## src/rtl/rpn_controle_pilha.sv

```systemverilog
// RPN operand stack controller: pushes operands, issues top-two operands to the ALU or
// a multi-cycle unit and writes the result back. Optional WAIT timeout: RPN_TIMEOUT_MULT_EN.
module rpn_controle_pilha #(
    parameter int WIDTH = 8,
    parameter int DEPTH = 4,
    parameter int OPW   = 3,
    parameter logic [2**OPW-1:0] MULTI_MASK = 8'b0000_0100
`ifdef RPN_TIMEOUT_MULT_EN
    , parameter int TIMEOUT = 64
`endif
) (
    input  logic                       Clock,
    input  logic                       Reset_n,
    input  logic                       Enter,
    input  logic                       Modo,
    input  logic [WIDTH-1:0]           Dado,
    input  logic [OPW-1:0]             Op,
    input  logic                       Carry,
    input  logic                       Limpar,
    input  logic [WIDTH-1:0]           ResultadoULA,
    input  logic [WIDTH-1:0]           ResultadoMult,
    input  logic                       ProntoMult,
    output logic [WIDTH-1:0]           OperandoA,
    output logic [WIDTH-1:0]           OperandoB,
    output logic [OPW-1:0]             RegOp,
    output logic                       RegCarry,
    output logic                       StartMult,
    output logic                       SelResultado,
    output logic                       AguardandoMult,
    output logic                       LoadResultado,
    output logic [WIDTH-1:0]           Topo,
    output logic [$clog2(DEPTH+1)-1:0] Nivel,
    output logic [1:0]                 Erro
);
    localparam int NW = $clog2(DEPTH+1);
    localparam int AW = $clog2(DEPTH);
    localparam logic [NW-1:0] DEPTH_N = NW'(DEPTH);
    localparam logic [NW-1:0] DOIS    = NW'(2);

    typedef enum logic [1:0] {IDLE, EXEC, WAIT} state_t;
    state_t state, state_n;

    logic [DEPTH-1:0][WIDTH-1:0] pilha;
    logic [AW-1:0] sp1, sp2, sp0;
    logic [WIDTH-1:0] res;
    logic do_push, do_ovf, do_unf, do_acc, do_wb, do_tmo;

    assign sp0 = AW'(Nivel);
    assign sp1 = AW'(Nivel - NW'(1));
    assign sp2 = AW'(Nivel - DOIS);
    assign res = SelResultado ? ResultadoMult : ResultadoULA;
    assign Topo = (Nivel == '0) ? '0 : pilha[sp1];
    assign AguardandoMult = (state == WAIT);

`ifdef RPN_TIMEOUT_MULT_EN
    localparam int CW = $clog2(TIMEOUT+1);
    logic [CW-1:0] tmo_cnt;
    // Counts WAIT cycles starting with the StartMult cycle
    always_ff @(posedge Clock or negedge Reset_n) begin
        if (!Reset_n)              tmo_cnt <= '0;
        else if (do_acc)           tmo_cnt <= '0;
        else if (state == WAIT)    tmo_cnt <= tmo_cnt + CW'(1);
    end
`endif

    always_ff @(posedge Clock or negedge Reset_n) begin
        if (!Reset_n) state <= IDLE;
        else          state <= state_n;
    end

    always_comb begin
        state_n = state;
        do_push = 1'b0;
        do_ovf  = 1'b0;
        do_unf  = 1'b0;
        do_acc  = 1'b0;
        do_wb   = 1'b0;
        do_tmo  = 1'b0;
        if (Limpar) begin
            state_n = IDLE;
        end else begin
            unique case (state)
                IDLE: if (Enter) begin
                    if (!Modo) begin
                        if (Nivel < DEPTH_N) do_push = 1'b1;
                        else                 do_ovf  = 1'b1;
                    end else if (Nivel < DOIS) begin
                        do_unf = 1'b1;
                    end else begin
                        do_acc  = 1'b1;
                        state_n = MULTI_MASK[Op] ? WAIT : EXEC;
                    end
                end
                EXEC: begin
                    do_wb   = 1'b1;
                    state_n = IDLE;
                end
                WAIT: begin
                    // A done pulse in the StartMult cycle belongs to no operation of ours
                    if (ProntoMult && !StartMult) begin
                        do_wb   = 1'b1;
                        state_n = IDLE;
                    end
`ifdef RPN_TIMEOUT_MULT_EN
                    else if (tmo_cnt == CW'(TIMEOUT-1)) begin
                        do_tmo  = 1'b1;
                        state_n = IDLE;
                    end
`endif
                end
                default: state_n = IDLE;
            endcase
        end
    end

    always_ff @(posedge Clock or negedge Reset_n) begin
        if (!Reset_n) begin
            pilha         <= '0;
            Nivel         <= '0;
            Erro          <= 2'b00;
            OperandoA     <= '0;
            OperandoB     <= '0;
            RegOp         <= '0;
            RegCarry      <= 1'b0;
            StartMult     <= 1'b0;
            SelResultado  <= 1'b0;
            LoadResultado <= 1'b0;
        end else begin
            StartMult     <= 1'b0;
            LoadResultado <= 1'b0;
            if (Limpar) begin
                Nivel        <= '0;
                Erro         <= 2'b00;
                SelResultado <= 1'b0;
            end else begin
                if (do_push) begin
                    pilha[sp0] <= Dado;
                    Nivel      <= Nivel + NW'(1);
                    Erro       <= 2'b00;
                end
                if (do_ovf) Erro <= 2'b01;
                if (do_unf) Erro <= 2'b10;
                if (do_acc) begin
                    OperandoA    <= pilha[sp2];
                    OperandoB    <= pilha[sp1];
                    RegOp        <= Op;
                    RegCarry     <= Carry;
                    Erro         <= 2'b00;
                    SelResultado <= MULTI_MASK[Op];
                    StartMult    <= MULTI_MASK[Op];
                end
                // Result replaces the lower operand; the upper one is popped
                if (do_wb) begin
                    pilha[sp2]    <= res;
                    Nivel         <= Nivel - NW'(1);
                    LoadResultado <= 1'b1;
                    SelResultado  <= 1'b0;
                end
                if (do_tmo) begin
                    Erro         <= 2'b11;
                    SelResultado <= 1'b0;
                end
            end
        end
    end
endmodule

```

## config.mk

```make
export PLATFORM = sky130hd
export DESIGN_NAME = rpn_controle_pilha
export DESIGN_NICKNAME = d
export VERILOG_FILES = /design/src/rtl/rpn_controle_pilha.sv
export SDC_FILE = /design/constraint.sdc
export NUM_CORES = 1
export LEC_CHECK = 0
export ABC_AREA = 1
export CAP_MARGIN = 5
export CORE_ASPECT_RATIO = 0.7
export CORE_MARGIN = 2
export CORE_UTILIZATION = 36
export CTS_CLUSTER_DIAMETER = 150
export DETAILED_ROUTE_END_ITERATION = 7
export GPL_TIMING_DRIVEN = 0
export PLACE_DENSITY = 0.64
export SLEW_MARGIN = 10
export SYNTH_ARGS = -nofsm -noshare
export SYNTH_HDL_FRONTEND = slang
export SYNTH_SLANG_ARGS = --single-unit
```

## constraint.sdc

```tcl
create_clock -name Clock -period 3.9 [get_ports Clock]
set_input_delay 0.78 -clock Clock [delete_from_list [all_inputs] [get_ports Clock]]
set_output_delay 0.78 -clock Clock [all_outputs]
set_load 0.005 [all_outputs]
```

# == After elaboration in Yosys (flattened, before gate mapping) ==
# Memories as Yosys holds them, arrays and structs flattened.
# Cells that the tools add are included.
# totals
regBits,62
rom_bits,8
in_bits,34
out_inout_bits,37
elab_cells,105
n_memories,1
# memory_table
name,depth,width,rd,rd_clocked_by_memory_dff,wr,line_no,text
(no name shown),8,1,1,0,0,150,StartMult <= MULTI_MASK[Op];
# classes
n_addsub,3
n_lt_le_gt_ge,8
eq_ne,6
n_mux,61
n_bitwise,1
n_reduce_logical,11
# op_table
op,count
32-bit 2-to-1 mux,3
32-bit bitwise mux,2
8-bit 2-to-1 mux,6
8-bit binary-select mux with 2-bit select,2
8-bit demux with 2-bit select,2
1-bit 2-to-1 mux,30
2-bit 2-to-1 mux,11
2-bit by 3-bit < comparator with 1-bit output (second input constant),3
3-bit 2-to-1 mux,3
3-bit != test (second input constant),3
3-bit nonzero test,2
5-bit nonzero test,1
2-bit by 1-bit >= comparator with 1-bit output (second input constant),2
3-bit by 4-bit < comparator with 1-bit output (second input constant),1
2-bit case mux with 2 select lines,1
4-bit AND reduction,1
3-bit by 1-bit adder with 3-bit output (second input constant),1
1-bit logical AND,3
3-bit logical NOT,1
3-bit by 2-bit < comparator with 1-bit output (second input constant),1
3-bit < comparator (second input constant),1
3-bit by 2-bit != test with 1-bit output (second input constant),1
3-bit by 1-bit subtractor with 3-bit output (second input constant),1
2-bit by 1-bit equality test with 1-bit output (second input constant),1
7 further kinds,7

# == Depth between registers and ports, before layout ==
# logic_depth
ltp_word,11
depth_mapped,11
ltp_nobuf,10

# == Worst setup path after synthesis ==
# Ideal clock, no wire load.
# synth_timing
kind,register to output
from,reg Nivel[0]
to,out Topo[5]
arrival_time_ps,1776
t_required_ps,3120
setup_slack_ps,1344
stages_incl_launch_ff,9
n_path_buf,2
cell_sequence,dfrtp_1 > clkinv_1 > buf_2 > ha_1 > buf_1 > a21oi_1 > o21ai_0 > nand2_1 > nor2_1
# synth_between
elab_chain_cells,4
elab_cells_between_ends,5
classes_between,add/sub (1); mux (3); reduce/logical (1)
# synth_lines
item,line_no,text
"start, declared",32,"output logic [$clog2(DEPTH+1)-1:0] Nivel,"
"start signal, assigned",138,Nivel <= Nivel + NW'(1);
"start signal, assigned",155,Nivel <= Nivel - NW'(1);
3-bit by 1-bit subtractor with 3-bit output,n/a,
8-bit binary-select mux with 2-bit select,52,assign Topo = (Nivel == '0) ? '0 : pilha[sp1];
8-bit 2-to-1 mux (implied by the code),52,
8-bit 2-to-1 mux (*),52,
"end, declared",31,"output logic [WIDTH-1:0] Topo,"
# Mark *: on every way between the ends. The rest lies on a longest branch, timed or not. The select of a mux whose other input is x is not followed.

# == Worst setup path after layout ==
# layout_timing
from,reg Nivel[0]
to,out Topo[4]
# The elaborated chain is that of the path after synthesis.

==> flow_metrics.env <==
export IMPL_multi_input_area_um2=2260
export IMPL_min_delay_path_class="input port to asynchronous set/reset pin"
export IMPL_grt_max_degree=63
export IMPL_coreArea_um2=11700
export IMPL_dp_hpwl_um=10900
export IMPL_synth_seq_cells=62
export IMPL_routed_wirelength_um=14600
export IMPL_status="finished, final reports clean"
export IMPL_firstDrtPassIters=5
export IMPL_finalHoldViolations=0
export IMPL_ant_nets=0
export IMPL_slew_headroom_pct=57.8
export IMPL_num_rows=33
export IMPL_worstPathCellList="clkinvlp_4 -> buf_2 -> ha_1 -> buf_2 -> a21oi_1 -> o21ai_0 -> nand2_1 -> nor2_1 -> clkdlybuf4s50_1"
export IMPL_cts_sinks=62
export IMPL_die_w_um=135
export IMPL_postSynthCellCount=671
export IMPL_io_pins=71
export IMPL_power_density_nw_per_um2=637
export IMPL_io_buffer_count=69
export IMPL_clk_path_buf_depth=2
export IMPL_postSynthAreaPerCell_um2=6.46
export IMPL_clockRootBuffer="clkbuf_16"
export IMPL_crit_family="buffers and inverters"
export IMPL_post_route_util_pct=47.3
export IMPL_syn_nets=713
export IMPL_synth_seq_area_share_pct=35.8
export IMPL_grt_usage_pct=23.7
export IMPL_dp_slack_ps=238
export IMPL_htree_levels=3
export IMPL_drt_initial_drc_count=414
export IMPL_startpoint_type="register"
export IMPL_crit_slowest_cell="clkdlybuf4s50_1"
export IMPL_ff_latch_area_um2=1550
export IMPL_die_area_um2=12900
export IMPL_cts_setup_buffers=0
export IMPL_path_common_cell="buf_2"
export IMPL_synth_area_um2=4330
export IMPL_crit_required_ps=3120
export IMPL_ys_types=29
export IMPL_arrival_ps=2920
export IMPL_n_fill_cell=1205
export IMPL_finalNetCount=794
export IMPL_rsz0062_at_grt="no"
export IMPL_grt_overflow_total=0
export IMPL_design_area_um2=5550
export IMPL_cts_buffers=9
export IMPL_power_leakage_uw=0.00289
export IMPL_clk_latency_ps=340
export IMPL_cpPeakStageDelay_ps=520
export IMPL_wl_per_cell_um=16.0
export IMPL_finalSetupTns_ps=0
export IMPL_vias=4794
export IMPL_die_h_um=95.8
export IMPL_n_antenna_cell=0
export IMPL_setup_slack_ps=200
export IMPL_place_congestion=0.919
export IMPL_initial_core_util_pct=36.9
export IMPL_path_buf_inv=4
export IMPL_worst_pin_slew_ps=634
export IMPL_fin_crit_ps=3700
export IMPL_path_class="register to output pin"
export IMPL_fin_crit_sh_pct=94.9
export IMPL_vias_per_cell=5.25
export IMPL_dpl_cell_area_um2=5240
export IMPL_critical_path_max_fanout=12
export IMPL_vdd_drop_max_mv=0.323
export IMPL_syn_to_final_growth_pct=28.2
export IMPL_setup_violations=0
export IMPL_cts_tree="built"
export IMPL_antenna_found_initial=0
export IMPL_grt_pass1_wl_um=23500
export IMPL_max_freq_mhz=270
export IMPL_cp_end_kind="output pin"
export IMPL_drive_above_1_share_pct=7.93
export IMPL_drv_slew=0
export IMPL_drv_cap=0
export IMPL_yosysWarnings=0
export IMPL_first_global_vias=4575
export IMPL_fin_skew_ps=6.46
export IMPL_drc=0
export IMPL_clkTransAtPathRegs_ps=60
-- path summary, 6_finish.rpt --
kind	startpoint	end	slack, ps	depth (start not counted)
max in group asynchronous	Reset_n	pilha[31]$_DFFE_PN0N_	3150	2
hold / removal	Reset_n	Nivel[2]$_DFFE_PN0P_	410	2
min in group Clock	RegCarry$_DFFE_PN0P_	RegCarry$_DFFE_PN0P_	480	2
setup reg to reg	Nivel[0]$_DFFE_PN0P_	pilha[16]$_DFFE_PN0N_	1540	10
setup / recovery	Nivel[0]$_DFFE_PN0P_	Topo[4]	200	9
hold reg to reg	RegCarry$_DFFE_PN0P_	RegCarry$_DFFE_PN0P_	480	2
-- final cells by class --
| class | count | area share (%) |
|---|---|---|
| Multi-Input combinational cell | 487 | 40.8 |
| Sequential cell | 62 | 28.0 |
| Timing Repair Buffer | 70 | 12.9 |
| Inverter | 84 | 5.79 |
| Clock buffer | 9 | 4.06 |
| Buffer | 38 | 3.63 |
| Tap cell | 157 | 3.54 |
| Clock inverter | 7 | 1.33 |
-- registers in the layout, summed over array words and instances (netlist names) --
signal and flops:
pilha 32, OperandoA 8, OperandoB 8, Nivel 3
RegOp 3, Erro 2, state 2, LoadResultado 1
RegCarry 1, SelResultado 1, StartMult 1
-- logic make-up (layout without fill, tap and decap cells) --
logic type,Yosys count,after routing,synth area share [%]
AND/OR/NAND/NOR,394,394,39.7
multiplexers,1,1,0.231
flip-flops,62,62,35.8
AO/OA/AOI/OAI,82,82,9.59
buffers and inverters,122,208,12.0
adder cells (fa/ha/maj),8,8,2.31
XOR/XNOR,2,2,0.404
-- worst register-to-register path, cell delays in order (launching register included) --
cell	delay, ps
dfrtp_2	500
clkinvlp_4	200
buf_2	290
ha_1	180
buf_2	230
buf_1	440
nand4_1	160
nand2_1	100
inv_1	40
nand2_1	60
nand2_1	50
-- placed cells by master (no fill, tap or decap), types with 8 or more instances in the layout --
cell | netlist | layout
a21oi_1 | 23 | 23
buf_2 | 19 | 20
clkbuf_1 | 9 | 9
clkbuf_16 | 0 | 9
clkdlybuf4s50_1 | 0 | 68
dfrtp_1 | 62 | 61
ha_1 | 8 | 8
inv_1 | 78 | 78
nand2_1 | 270 | 270
nand3_1 | 56 | 56
nand4_1 | 42 | 42
nor2_1 | 17 | 16
o21ai_0 | 48 | 48
o21ai_1 | 9 | 9
-- report_power, final --
| part | total [µW] | internal, µW | switching (µW) |
|---|---|---|---|
| registers | 1100 | 873 | 229 |
| clock network | 819 | 497 | 323 |
| logic | 1610 | 666 | 949 |
| total | 3540 | 2040 | 1500 |
-- Yosys cell counts, drive strengths merged --
library cell	number	area (µm²)
a21oi	23	115
buf	29	166
clkbuf	9	33.8
clkinv	1	3.75
dfrtp	62	1550
ha	8	100
inv	83	314
mux2i	1	10.0
nand2	273	1040
nand3	57	290
nand3b	1	7.51
nand4	42	263
nor2	19	104
nor3	1	5.00
nor4	1	12.5
o211ai	1	7.51
o21a	1	7.51
o21ai	57	285
xnor2	2	17.5
-- what timing repair did --
action                                  4_1_cts  5_1_grt
hold buffers                                  0        0
resized for setup                             1        3
endpoints found under the setup margin        5        8
-- metal layers --
metal,track usage (%),vias to the layer above,share of wire (%)
met5,0,-,0
met4,6.86,0,2.4
met3,4.74,36,6.9
met2,36.6,182,43
met1,33.9,2274,48
li1,-,2302,-
-- metrics by stage --
step / total power, µW / hold WS (ps) / instances
final: 3540 / 407 / 914
after global routing: 3820 / 473 / 914
after CTS: 3530 / 459 / 914
after detailed placement: 2700 / 467 / 898
after global placement: 2660 / 458 / 897
after floorplan: 2010 / 465 / 671
(Power assumes the default switching activity.)
